## config.mk

```make
export PLATFORM = sky130hd
export DESIGN_NAME = life_grid_scanner
export DESIGN_NICKNAME = d
export VERILOG_FILES = /design/src/rtl/life_grid_scanner.sv
export SDC_FILE = /design/constraint.sdc
export NUM_CORES = 1
export LEC_CHECK = 0
export ABC_CLOCK_PERIOD_IN_PS = 9800
export CORE_MARGIN = 2
export CORE_UTILIZATION = 54
export CTS_CLUSTER_DIAMETER = 80
export DETAILED_ROUTE_END_ITERATION = 8
export PLACE_DENSITY = 0.88
export SYNTH_ARGS = -nofsm -noshare
export SYNTH_HDL_FRONTEND = slang
export SYNTH_SLANG_ARGS = --single-unit
```

## constraint.sdc

```tcl
create_clock -name clk -period 9.8 [get_ports clk]
set_input_delay 1.47 -clock clk [delete_from_list [all_inputs] [get_ports clk]]
set_output_delay 1.47 -clock clk [all_outputs]
set_load 0.05 [all_outputs]
```

## src/rtl/life_grid_scanner.sv

```systemverilog
// Row-multiplexed 8x8 LED scanner for Game of Life generations; swaps generations only at frame boundaries.
// Optional macro SCAN_BLANK_EN inserts one dark BLANK cycle after every row.
//
// state | meaning
// IDLE  | dark, waiting for the first generation
// SCAN  | row row_q lit, dwell_q cycles remaining after this one
// BLANK | dark gap after a row (SCAN_BLANK_EN only)
module life_grid_scanner #(
  parameter int DWELL = 4
) (
  input  logic        clk,
  input  logic        reset,
  input  logic [63:0] grid,
  input  logic        grid_valid,
  output logic [7:0]  row_sel,
  output logic [7:0]  col_data,
  output logic        frame_done,
  output logic        overrun,
  output logic [15:0] gen_count,
  output logic [6:0]  alive_count
);

  localparam int DW = $clog2(DWELL + 1);
  localparam logic [DW-1:0] DWELL_LAST = DW'(DWELL - 1);

  typedef enum logic [1:0] {IDLE, SCAN, BLANK} state_t;

  state_t        state_q, state_d;
  logic [2:0]    row_q, row_d;
  logic [DW-1:0] dwell_q, dwell_d;
  logic [63:0]   shadow_q, shadow_d;
  logic [63:0]   pending_q, pending_d;
  logic          pending_valid_q, pending_valid_d;
  logic [7:0]    row_sel_q, row_sel_d;
  logic [7:0]    col_data_q, col_data_d;
  logic          frame_done_q, frame_done_d;
  logic          overrun_q, overrun_d;
  logic [15:0]   gen_count_q, gen_count_d;
  logic [6:0]    alive_count_q, alive_count_d;

  logic          at_boundary;
  logic          load;
  logic [63:0]   load_val;

  function automatic logic [6:0] popcount64(input logic [63:0] v);
    logic [6:0] n;
    n = '0;
    for (int i = 0; i < 64; i++) n = n + 7'(v[i]);
    return n;
  endfunction

  always_comb begin
    state_d         = state_q;
    row_d           = row_q;
    dwell_d         = dwell_q;
    shadow_d        = shadow_q;
    pending_d       = pending_q;
    pending_valid_d = pending_valid_q;
    gen_count_d     = gen_count_q;
    alive_count_d   = alive_count_q;
    overrun_d       = 1'b0;
    load            = 1'b0;
    load_val        = shadow_q;

`ifdef SCAN_BLANK_EN
    at_boundary = (state_q == BLANK) && (row_q == 3'd7);
`else
    at_boundary = (state_q == SCAN) && (row_q == 3'd7) && (dwell_q == '0);
`endif

    case (state_q)
      IDLE: begin
        if (grid_valid) begin
          load     = 1'b1;
          load_val = grid;
          state_d  = SCAN;
          row_d    = 3'd0;
          dwell_d  = DWELL_LAST;
        end
      end
      SCAN: begin
        if (dwell_q != '0) begin
          dwell_d = dwell_q - DW'(1);
        end else begin
`ifdef SCAN_BLANK_EN
          state_d = BLANK;
`else
          row_d   = row_q + 3'd1;
          dwell_d = DWELL_LAST;
`endif
        end
      end
`ifdef SCAN_BLANK_EN
      BLANK: begin
        state_d = SCAN;
        row_d   = row_q + 3'd1;
        dwell_d = DWELL_LAST;
      end
`endif
      default: state_d = IDLE;
    endcase

    // A strobe on the boundary bypasses pending; anything still pending is lost.
    if (state_q != IDLE) begin
      if (at_boundary) begin
        if (grid_valid) begin
          load            = 1'b1;
          load_val        = grid;
          overrun_d       = pending_valid_q;
          pending_valid_d = 1'b0;
        end else if (pending_valid_q) begin
          load            = 1'b1;
          load_val        = pending_q;
          pending_valid_d = 1'b0;
        end
      end else if (grid_valid) begin
        pending_d       = grid;
        pending_valid_d = 1'b1;
        overrun_d       = pending_valid_q;
      end
    end

    if (load) begin
      shadow_d      = load_val;
      gen_count_d   = gen_count_q + 16'd1;
      alive_count_d = popcount64(load_val);
    end

    row_sel_d  = 8'h00;
    col_data_d = 8'h00;
    if (state_d == SCAN) begin
      row_sel_d  = 8'd1 << row_d;
      col_data_d = shadow_d[{row_d, 3'b000} +: 8];
    end

`ifdef SCAN_BLANK_EN
    frame_done_d = (state_d == BLANK) && (row_d == 3'd7);
`else
    frame_done_d = (state_d == SCAN) && (row_d == 3'd7) && (dwell_d == '0);
`endif
  end

  always_ff @(posedge clk or posedge reset) begin
    if (reset) begin
      state_q         <= IDLE;
      row_q           <= '0;
      dwell_q         <= '0;
      shadow_q        <= '0;
      pending_q       <= '0;
      pending_valid_q <= 1'b0;
      row_sel_q       <= '0;
      col_data_q      <= '0;
      frame_done_q    <= 1'b0;
      overrun_q       <= 1'b0;
      gen_count_q     <= '0;
      alive_count_q   <= '0;
    end else begin
      state_q         <= state_d;
      row_q           <= row_d;
      dwell_q         <= dwell_d;
      shadow_q        <= shadow_d;
      pending_q       <= pending_d;
      pending_valid_q <= pending_valid_d;
      row_sel_q       <= row_sel_d;
      col_data_q      <= col_data_d;
      frame_done_q    <= frame_done_d;
      overrun_q       <= overrun_d;
      gen_count_q     <= gen_count_d;
      alive_count_q   <= alive_count_d;
    end
  end

  assign row_sel     = row_sel_q;
  assign col_data    = col_data_q;
  assign frame_done  = frame_done_q;
  assign overrun     = overrun_q;
  assign gen_count   = gen_count_q;
  assign alive_count = alive_count_q;

endmodule

```

==> impl_metrics.env <==
export IMPL_relSlewSlack_pct=33.6
export IMPL_rsz0062_at_grt="false"
export IMPL_reg2reg_slack_ns=1.26
export IMPL_rr_startpoint="row_q[0]$_DFF_PP0_"
export IMPL_synth_nets=1035
export IMPL_crit_path_start="grid_valid"
export IMPL_synthAdderAreaFrac_pct=13.5
export IMPL_grt_pass1_vias=7239
export IMPL_reg2reg_depth=29
export IMPL_synth_compound_area_share_pct=14.6
export IMPL_cpPeakStageDelay_ns=0.64
export IMPL_crit_slowest_cell="and3b_1"
export IMPL_globalplace_congestion=0.980
export IMPL_startpoint_type="input pin"
export IMPL_worst_pin_slew_ns=0.992
export IMPL_dpl_hpwl_um=17700
export IMPL_fmax_mhz=115
export IMPL_layout_drive_gt1_share_pct=14.8
export IMPL_initial_core_util_pct=55.0
export IMPL_route_detailed_drc=0
export IMPL_cp_arrival_ns=9.06
export IMPL_final_max_slew_viol_count=0
export IMPL_grt_ovfl_total=0
export IMPL_netlist_area_um2=9850
export IMPL_status="completed"
export IMPL_die_h_um=139
export IMPL_nets=1129
export IMPL_clk_latency_ns=0.43
export IMPL_r2r_end="alive_count[6]$_DFFE_PP0N_"
export IMPL_synthMuxAreaShare_pct=8.04
export IMPL_setup_viol=0
export IMPL_period_needed_ns=8.70
export IMPL_ctsHoldBuffers=0
export IMPL_seq_area_frac_synth_pct=45.2
export IMPL_whs_ns=0.467
export IMPL_grt_pass1_wl_um=39800
export IMPL_vias=7278
export IMPL_cts_sinks=178
export IMPL_worst_path_buf_inv=5
export IMPL_dieArea_um2=19300
export IMPL_cts_buffers=17
export IMPL_totalWireLength_um=24600
export IMPL_multiInputGateArea_um2=4670
export IMPL_yosys_warnings=0
export IMPL_hold_path_class="reg -> reg"
export IMPL_place_ws_ns=0.714
export IMPL_clock_skew_ns=0.00976
export IMPL_mostFrequentLayoutCells="dfrtp_1 (178), inv_1 (117), clkdlybuf4s50_1 (107)"
export IMPL_clk_path_buf_depth=2
export IMPL_fillers=1329
export IMPL_synth_top_family_by_area="compound AO/OA/AOI/OAI gates"
export IMPL_crit_family="adder cells"
export IMPL_crit_path_end_kind="register"
export IMPL_antenna_found_initial=0
export IMPL_path_depth=25
export IMPL_synthDistinctLibCells=75
export IMPL_tns_ns=0
export IMPL_core_um2=17900
export IMPL_regArea_um2=4450
export IMPL_maxCapViolations=0
export IMPL_port_buffers=107
export IMPL_rows=49
export IMPL_synth_simple_gate_area_share_pct=9.35
export IMPL_crit_path_end="alive_count[6]$_DFFE_PP0N_"
export IMPL_ys_async_sr_fraction_pct=100
export IMPL_drtIter0Drc=821
export IMPL_cts_resized=0
export IMPL_synth_xor_area_share_pct=1.69
export IMPL_syn_area_per_cell_um2=11.0
export IMPL_clockRootBuffer="clkbuf_16"
export IMPL_area_delta_synth_final_pct=18.7
export IMPL_final_common_cell="dfrtp_1"
export IMPL_timing_final_crit_share_pct=88.8
export IMPL_synth_enable_flop_cells=0
export IMPL_crit_top_cell="fa_1"
export IMPL_io_pins=108
export IMPL_critical_path_class="in -> reg"
export IMPL_report_final_hold_viol_count=0
export IMPL_synth_flop_cell="dfrtp_1"
export IMPL_h_tree_depth=4
export IMPL_vias_per_cell=5.92
export IMPL_path_clk_slew_ns=0.07
export IMPL_cp_required_ns=10.16
export IMPL_post_cts_buffers=0
export IMPL_die_x_um=139
export IMPL_grt_start_max_net_pins=105
export IMPL_cts_tree="yes"
export IMPL_drt_pass1_iterations=5
export IMPL_wl_per_cell_um=20.0
export IMPL_diodes=0
export IMPL_cp_max_fo=28
export IMPL_grt_usage_pct=26.4
export IMPL_ant_nets=0
export IMPL_synth_seq_cells=178
export IMPL_netlist_instances=894
export IMPL_final_setup_worst_slack_ns=1.10
worst register-to-register path, delay by kind of cell, from the launching register on:
kind	cells	cell delay [ns]
simple gates	4	0.62
flops	1	0.51
compound gates	6	1.33
buf+inv	7	0.90
fa+ha+maj	12	5.13
through the flow:
step	instance area (um^2)	std cells	utilization (%)
final	11700	1229	65.3
after global routing	11700	1229	65.3
after CTS	11700	1229	65.3
after detailed placement	11100	1198	61.9
after global placement	11100	1198	61.9
after floorplan	9850	894	-
registers in the layout, indices dropped and copies added, names as in the netlist:
signal and flops:
alive_count 7, col_data 8, dwell_q 3, frame_done 1
gen_count 16, overrun 1, pending_q 64, pending_valid_q 1
row_q 3, row_sel 8, shadow_q 64, state_q 2
worst min-delay path by stage:
stage                                           end  cells past startpoint  slack, ns                 startpoint
final                        shadow_q[13]$_DFF_PP0_                      2       0.47     shadow_q[13]$_DFF_PP0_
after global routing      gen_count[15]$_DFFE_PP0N_                      1       0.49  gen_count[15]$_DFFE_PP0N_
after CTS                    shadow_q[13]$_DFF_PP0_                      2       0.46     shadow_q[13]$_DFF_PP0_
after detailed placement     shadow_q[13]$_DFF_PP0_                      2       0.45     shadow_q[13]$_DFF_PP0_
after global placement       shadow_q[59]$_DFF_PP0_                      2       0.44     shadow_q[59]$_DFF_PP0_
after floorplan              shadow_q[11]$_DFF_PP0_                      2       0.43     shadow_q[11]$_DFF_PP0_
synthesized netlist by cell type (all sizes together) (11+ instances only):
master  number  share of area [%]
a21oi       31                1.8
buf         32                2.0
and3        11               0.70
clkbuf      14               0.53
mux2        65                7.4
o22ai       12               0.76
a221oi      20                2.7
a22oi       26                2.2
ha          20                2.5
xnor2       13                1.2
nand3       19               0.97
dfrtp      178                 45
o211ai      17                1.3
o21ai       18                1.0
fa          54                 11
nor2        32                1.3
nand2      100                3.8
inv        132                5.0
metal layers:
| layer | track usage [%] | vias to the layer above | routed length (um) |
|---|---|---|---|
| met5 | 0 | - | 0 |
| met1 | 36.8 | 3663 | 10200 |
| li1 | - | 3219 | - |
| met3 | 5.66 | 51 | 1930 |
| met4 | 8.67 | 0 | 659 |
| met2 | 41.6 | 345 | 11900 |
cells by family (layout without fill, tap and decap cells):
family | after synthesis | after routing
adder cells (fa/ha/maj) | 74 | 74
XOR/XNOR | 19 | 19
AND/OR/NAND/NOR | 197 | 197
other | 1 | 1
buffers and inverters | 178 | 284
flip-flops | 178 | 178
multiplexers | 71 | 71
AO/OA/AOI/OAI | 176 | 176
cell type report:
cell class,instances,area share (%)
well taps,229,2.45
multi-input cells,538,40.0
clock buffers,20,3.82
flip-flops and latches,178,38.1
clock inverters,11,1.32
inverters,132,4.28
repair buffers,121,10.1
Power is not shown: default switching activity piles up to over one toggle a cycle in this logic, so the estimate is an artifact.
